File: src/rtl/tug_field.sv
// Tug of War playfield: one lit LED moves one step per button press, and a win pulse fires when it is pulled past an edge.
// Define TUG_FIELD_SYNC_EN to put a 2-flop synchronizer on each button (two extra cycles of latency).
module tug_field #(
  parameter int N_LIGHTS    = 9,
  parameter int HOLD_CYCLES = 25_000_000
) (
  input  logic                clk,
  input  logic                reset,
  input  logic                btn_l,
  input  logic                btn_r,
  output logic [N_LIGHTS-1:0] leds,
  output logic                win_l,
  output logic                win_r,
  output logic                holding
);

  localparam int PW = $clog2(N_LIGHTS);
  localparam int HW = (HOLD_CYCLES > 1) ? $clog2(HOLD_CYCLES) : 1;
  localparam logic [PW-1:0] CENTRE    = PW'((N_LIGHTS - 1) / 2);
  localparam logic [PW-1:0] LAST      = PW'(N_LIGHTS - 1);
  localparam logic [HW-1:0] HOLD_LOAD = HW'(HOLD_CYCLES - 1);
  localparam logic [N_LIGHTS-1:0] ONE = {{(N_LIGHTS-1){1'b0}}, 1'b1};

  typedef enum logic {PLAY, HOLD} state_t;

  state_t          state;
  logic [PW-1:0]   pos;
  logic [HW-1:0]   hold_cnt;
  logic            synced_l, synced_r;
  logic            prev_l, prev_r;
  logic            press_l, press_r;

`ifdef TUG_FIELD_SYNC_EN
  logic [1:0] sync_l, sync_r;

  // Synchronizers reset high so a button held through reset looks already-pressed.
  always_ff @(posedge clk) begin
    if (reset) begin
      sync_l <= 2'b11;
      sync_r <= 2'b11;
    end else begin
      sync_l <= {sync_l[0], btn_l};
      sync_r <= {sync_r[0], btn_r};
    end
  end

  assign synced_l = sync_l[1];
  assign synced_r = sync_r[1];
`else
  assign synced_l = btn_l;
  assign synced_r = btn_r;
`endif

  // Edge registers keep tracking in every state, so a button held through HOLD never fires on exit.
  always_ff @(posedge clk) begin
    if (reset) begin
      prev_l <= 1'b1;
      prev_r <= 1'b1;
    end else begin
      prev_l <= synced_l;
      prev_r <= synced_r;
    end
  end

  assign press_l = synced_l & ~prev_l;
  assign press_r = synced_r & ~prev_r;

  always_ff @(posedge clk) begin
    if (reset) begin
      state    <= PLAY;
      pos      <= CENTRE;
      hold_cnt <= '0;
      leds     <= ONE << CENTRE;
      win_l    <= 1'b0;
      win_r    <= 1'b0;
      holding  <= 1'b0;
    end else begin
      win_l <= 1'b0;
      win_r <= 1'b0;
      case (state)
        PLAY: begin
          if (press_l && !press_r) begin
            if (pos == LAST) begin
              win_l    <= 1'b1;
              hold_cnt <= HOLD_LOAD;
              leds     <= '0;
              holding  <= 1'b1;
              state    <= HOLD;
            end else begin
              pos  <= pos + PW'(1);
              leds <= ONE << (pos + PW'(1));
            end
          end else if (press_r && !press_l) begin
            if (pos == '0) begin
              win_r    <= 1'b1;
              hold_cnt <= HOLD_LOAD;
              leds     <= '0;
              holding  <= 1'b1;
              state    <= HOLD;
            end else begin
              pos  <= pos - PW'(1);
              leds <= ONE << (pos - PW'(1));
            end
          end
        end
        HOLD: begin
          if (hold_cnt == '0) begin
            pos     <= CENTRE;
            leds    <= ONE << CENTRE;
            holding <= 1'b0;
            state   <= PLAY;
          end else begin
            hold_cnt <= hold_cnt - HW'(1);
          end
        end
        default: state <= PLAY;
      endcase
    end
  end

endmodule

File: config.mk
export PLATFORM = sky130hd
export DESIGN_NAME = tug_field
export DESIGN_NICKNAME = d
export VERILOG_FILES = /design/src/rtl/tug_field.sv
export SDC_FILE = /design/constraint.sdc
export NUM_CORES = 1
export LEC_CHECK = 0
export CAP_MARGIN = 20
export CORE_AREA = 3 3 99 63
export CTS_BUF_LIST = sky130_fd_sc_hd__clkbuf_8
export CTS_CLUSTER_SIZE = 12
export DETAILED_ROUTE_END_ITERATION = 8
export DIE_AREA = 0 0 102 66
export PLACE_DENSITY = 0.71
export SLEW_MARGIN = 10
export SYNTH_ARGS = -nofsm -noshare
export SYNTH_HDL_FRONTEND = slang
export SYNTH_SLANG_ARGS = --single-unit
File: constraint.sdc
create_clock -name clk -period 2.29 [get_ports clk]
set_clock_uncertainty 0.05 [all_clocks]
set_input_delay 0.229 -clock clk [delete_from_list [all_inputs] [get_ports clk]]
set_output_delay 0.229 -clock clk [all_outputs]
set_load 0.1 [all_outputs]
Yosys cells after proc, flatten, opt, wreduce, memory -nomap -nowiden
Index checks and enable logic that the tools add are counted.
W data, S select, Z words.
{ "totals": {"input_bits": 4, "word_cells": 70, "n_memories": 0, "rom_bits": 0, "mem_bits_rw": 0, "output_inout_bits": 12, "ff_bits": 44, "latchBits": 0} }
{ "classes": {"n_mux": 30, "eq_ne": 8, "div": 0, "shifts": 2, "n_mul": 0, "magnitude_cmp": 0, "bitwise": 6, "n_addsub": 3, "n_reduce_logical": 12} }
{ "op_table": {"columns": ["op", "count"], "rows": [
  ["$mux W25", 5],
  ["$pmux W25 S2", 1],
  ["$mux W9", 5],
  ["$logic_not A25 Y1", 1],
  ["$sub A25 B1 Y25 const B", 1],
  ["$mux W4", 5],
  ["$pmux W9 S2", 1],
  ["$shl A1 B4 Y9 const A", 2],
  ["$ne A3 B3 Y1 const B", 5],
  ["$reduce_and A4 Y1", 3],
  ["$mux W1", 10],
  ["$pmux W4 S2", 1],
  ["$reduce_or A3 Y1", 2],
  ["$add A4 B1 Y4 const B", 1],
  ["$eq A4 B4 Y1 const B", 1],
  ["$logic_not A4 Y1", 1],
  ["$not A1 Y1", 4],
  ["$pmux W1 S2", 2],
  ["$sub A4 B1 Y4 const B", 1],
  ["$and A1 B1 Y1", 2],
  ["$logic_and A1 B1 Y1", 2],
  ["$logic_not A1 Y1", 2],
  ["$ne A2 B1 Y1 const B", 1],
  ["$ne A2 B2 Y1 const B", 1],
  ["$reduce_and A2 Y1", 1]
]} }

Logic depth before layout (Yosys ltp)
{ "logic_depth": {"depth_word": 7, "mapped_depth": 9, "ltp_nobuf": 8} }

Worst setup path after synthesis
OpenSTA, ideal clock, no wires.
{ "synth_timing": {"path_type": "flip-flop to flip-flop", "start": "register hold_cnt[4]", "end": "register hold_cnt[11]", "path_slack_ps": 184, "arrival_ps": 1982, "path_buffers": 0, "setup_ps": 74, "path_stages_with_launch": 6, "t_required_ps": 2166, "period_less_slack_ps": 2106, "path_cell_list": "dfxtp_1 or4_4 or3_1 or3_1 or3_1 a31oi_1"} }
{ "synth_between": {"elab_chain_len": 3, "elab_cells_between_ends": 6, "cone_classes": "add/sub (1); eq/ne (1); mux (2); reduce/logical (2)"} }
{ "synth_lines": {"columns": ["element", "line_no", "rtl"], "rows": [
  ["start: declaration", "28", "logic [HW-1:0] hold_cnt;"],
  ["start signal: assignment", "113", "hold_cnt <= hold_cnt - HW'(1);"],
  ["$sub A25 B1 Y25 or $logic_not A25 Y1 (tied branches)", "113, 107", null],
  ["$mux W25 or $ne A2 B2 Y1 (tied branches)", null, null],
  ["$pmux W25 S2 or $reduce_and A4 Y1 (tied branches)", null, null]
]} }
Parallel ways exist; a longest one is shown, timed or not. The select of a mux whose other input is x is not followed.
A chain may end at the register's enable or synchronous reset.

Final worst setup path
Ends and elaborated chain as after synthesis.

==> flow_summary.ini <==
[yosys]
synth_top_family_by_area = simple AND/OR/NAND/NOR gates
netlist_instances = 285
yosys.area_share.adder_pct = 5.22
synthXorXnorAreaFrac_pct = 4.02
synth-seq-cells = 44
synth_compound_area_share_pct = 19.1
async_flop_share_pct = 0
synth_edf_count = 0
syn_area_um2 = 2400
syn_area_per_cell_um2 = 8.41
synth_area_leaders = dfxtp_1 37%, ha_1 5.2%, nor2_1 4.2%, a21oi_1 2.9%, a221o_1 2.9%
ys_seq_area_share_pct = 36.7
synth_cell_types = 55
ys.flop_type = dfxtp_1
syn_nets = 299
synth-simple-area-share_pct = 30.4
synth.mux.area_fraction_pct = 0.887
yosys.area.top_type = dfxtp_1
yosys_warnings = 0
synth_top_area_share_pct = 36.7

[cts]
worstSkewPairLatency_ns = 0.31
clk_path_buf_depth = 2
cts-htree-levels = 2
clock-sinks = 44
cts_root_buf = clkbuf_8
clkTransAtPathRegs_ns = 0.08
tritoncts = done
hold_buffers = 0
cts_buffers = 5

[final_layout]
final_nets = 337
ff_latch_area_um2 = 882
n_antenna_cell = 0
final_cells = 393
areaGrowthSynthToFinish_pct = 20.4
drive_gt1_share_pct = 20.1
n_fill_cell = 512
multi_input_area_um2 = 1450

[sta]
slew_headroom_pct = 56.7
fin_ws_ns = 0.107
period_share_pct = 95.3
setup_viol = 0
maxSlewViolCount = 0
fmax_mhz = 458
tightest_slew_ns = 0.646
grt_setup_unrepaired = false
whs_ns = 0.411
hold_viol_final = 0
fin_setup_tns_ns = 0
fin_crit_ns = 2.18

[power]
p_per_area_nw_per_um2 = 618
p_leak_nw = 1.15
vdd_drop_max_mv = 0.261

[critical_path]
slowest_stage = or4_4
cpMostUsedCell = or3_1
worst_setup_path_start_kind = register
arrival_ns = 2.37
crit_chain = or4_4, or3_4, or3_1, or3_1, a31oi_1
cp.required_ns = 2.47
slowest_delay_ns = 0.55
setup.worst_path.class = reg -> reg
cp-startpoint = hold_cnt[4]$_SDFFE_PP0P_
endpoint_kind = register
crit_path_max_fanout = 5
timing.rr.start = hold_cnt[4]$_SDFFE_PP0P_

[floorplan]
io_pins = 16
core.rowCount = 21
die_x_um = 102
design.core.area_um2 = 5470
die_h_um = 66
start_util_pct = 43.9
die_area_um2 = 6730

[drt]
wl_met2_mm = 2.46
vias = 2372
top_layer_used = met4
vias_per_cell = 6.04
drt_wl_total_mm = 6.45
met1Wirelength_mm = 3.32
ant_nets = 0
wl_met3_um = 624
wl_per_cell_um = 16.4
drtPass1Iterations = 5
drtIter0Drc = 204
drc_errors = 0

[global_routing]
grt_max_degree = 23
grt_pass1_vias = 2072
grt_pass1_wl_mm = 10.6
antenna_found_initial = 0
track_usage_pct = 20.2
grt_overflow_total = 0

[outcome]
status = finished clean

[placement]
dpl.cell_count = 383
dp_slack_ns = -0.250
place_congestion = 0.909
io_buffers = 15
hpwlAfterDp_mm = 4.79

[hold_path]
worstHoldStart = leds[4]$_SDFFE_PP1P_
hp-class = reg -> reg

[job]
maxCapViolCount = 0
state kept, by name, indices dropped and copies added, names as in the netlist:
register,cells
hold_cnt,25
win_l,1
prev_l,1
win_r,1
state,1
leds,9
prev_r,1
holding,1
pos,4
through the flow:
stage	instance area [µm²]	utilization, %	total power, mW
finish	2890	52.8	1.78
detailed placement	2760	50.4	1.24
global placement	2760	50.4	1.23
floorplan	2400	-	1.10
CTS	2860	52.3	1.76
global route	2890	52.8	1.85
layout make-up:
cell class	instances	area share, %
sequential	44	30.6
inverter	10	1.30
clock buffer	6	2.86
timing repair buffer	44	11.7
multi-input combinational	218	50.2
clock inverter	2	0.347
tap	69	2.99
cell families after synthesis:
family	count (synthesis)
multiplexers	2
flip-flops	44
XOR/XNOR	11
AND/OR/NAND/NOR	129
buffers and inverters	23
adder cells (fa/ha/maj)	10
AO/OA/AOI/OAI	66
timing repair:
action | 4_1_cts | 5_1_grt
buffers inserted | 0 | 2
resized for setup | 3 | 3
setup endpoints to repair | 16 | 9
hold endpoints to repair | 0 | 0
per-layer routing:
| metal | vias up | global-route usage [%] |
|---|---|---|
| li1 | 1141 | - |
| met4 | 0 | 4.75 |
| met5 | - | 0 |
| met2 | 130 | 26.2 |
| met1 | 1092 | 32.6 |
| met3 | 9 | 4.21 |
cell usage after synthesis (all sizes together) (3+ instances only):
master,count
nand4,4
clkbuf,12
o21ai,11
xnor2,4
and3,8
or2,4
xor2,7
ha,10
o31ai,3
nor2,27
nand4b,3
nor4,8
inv,10
and2,7
a211oi,4
a221o,7
dfxtp,44
nand2b,5
nor2b,3
a311oi,3
a31oi,8
or3,14
a21oi,14
nor3,9
nand2,14
or4,5
nand3,9
worst paths after layout:
check,slack (ns),cells after the start,to
worst max-delay path,0.11,5,hold_cnt[11]$_SDFFE_PP0P_
worst min-delay path,0.41,2,leds[4]$_SDFFE_PP1P_
worst max register to register,0.11,5,hold_cnt[11]$_SDFFE_PP0P_
worst min register to register,0.41,2,leds[4]$_SDFFE_PP1P_
worst max-delay path, delay by kind of cell, from the launching register on:
family | cells | cell delay (ns)
AND/OR/NAND/NOR | 4 | 1.57
AO/OA/AOI/OAI | 1 | 0.15
flip-flops | 1 | 0.35
where the power goes:
group | switching [mW] | internal, mW
sequential | 0.0259 | 0.789
clock | 0.281 | 0.241
combinational | 0.279 | 0.167
cell usage in the layout, fill, tap and decap left out, types with 5 or more instances in the layout:
| master | synthesis | routed |
|---|---|---|
| a21oi_1 | 14 | 14 |
| a221o_1 | 7 | 7 |
| a31oi_1 | 8 | 8 |
| and2_1 | 7 | 7 |
| and3_1 | 8 | 8 |
| buf_4 | 0 | 41 |
| clkbuf_8 | 0 | 6 |
| dfxtp_1 | 44 | 43 |
| ha_1 | 10 | 10 |
| inv_1 | 10 | 10 |
| nand2_1 | 14 | 14 |
| nand2b_1 | 5 | 5 |
| nand3_1 | 9 | 9 |
| nor2_1 | 27 | 27 |
| nor3_1 | 9 | 8 |
| nor4_1 | 7 | 7 |
| o21ai_0 | 10 | 9 |
| or3_1 | 11 | 10 |
| xor2_1 | 7 | 7 |
No activity file was read; power rests on OpenSTA's default activity.
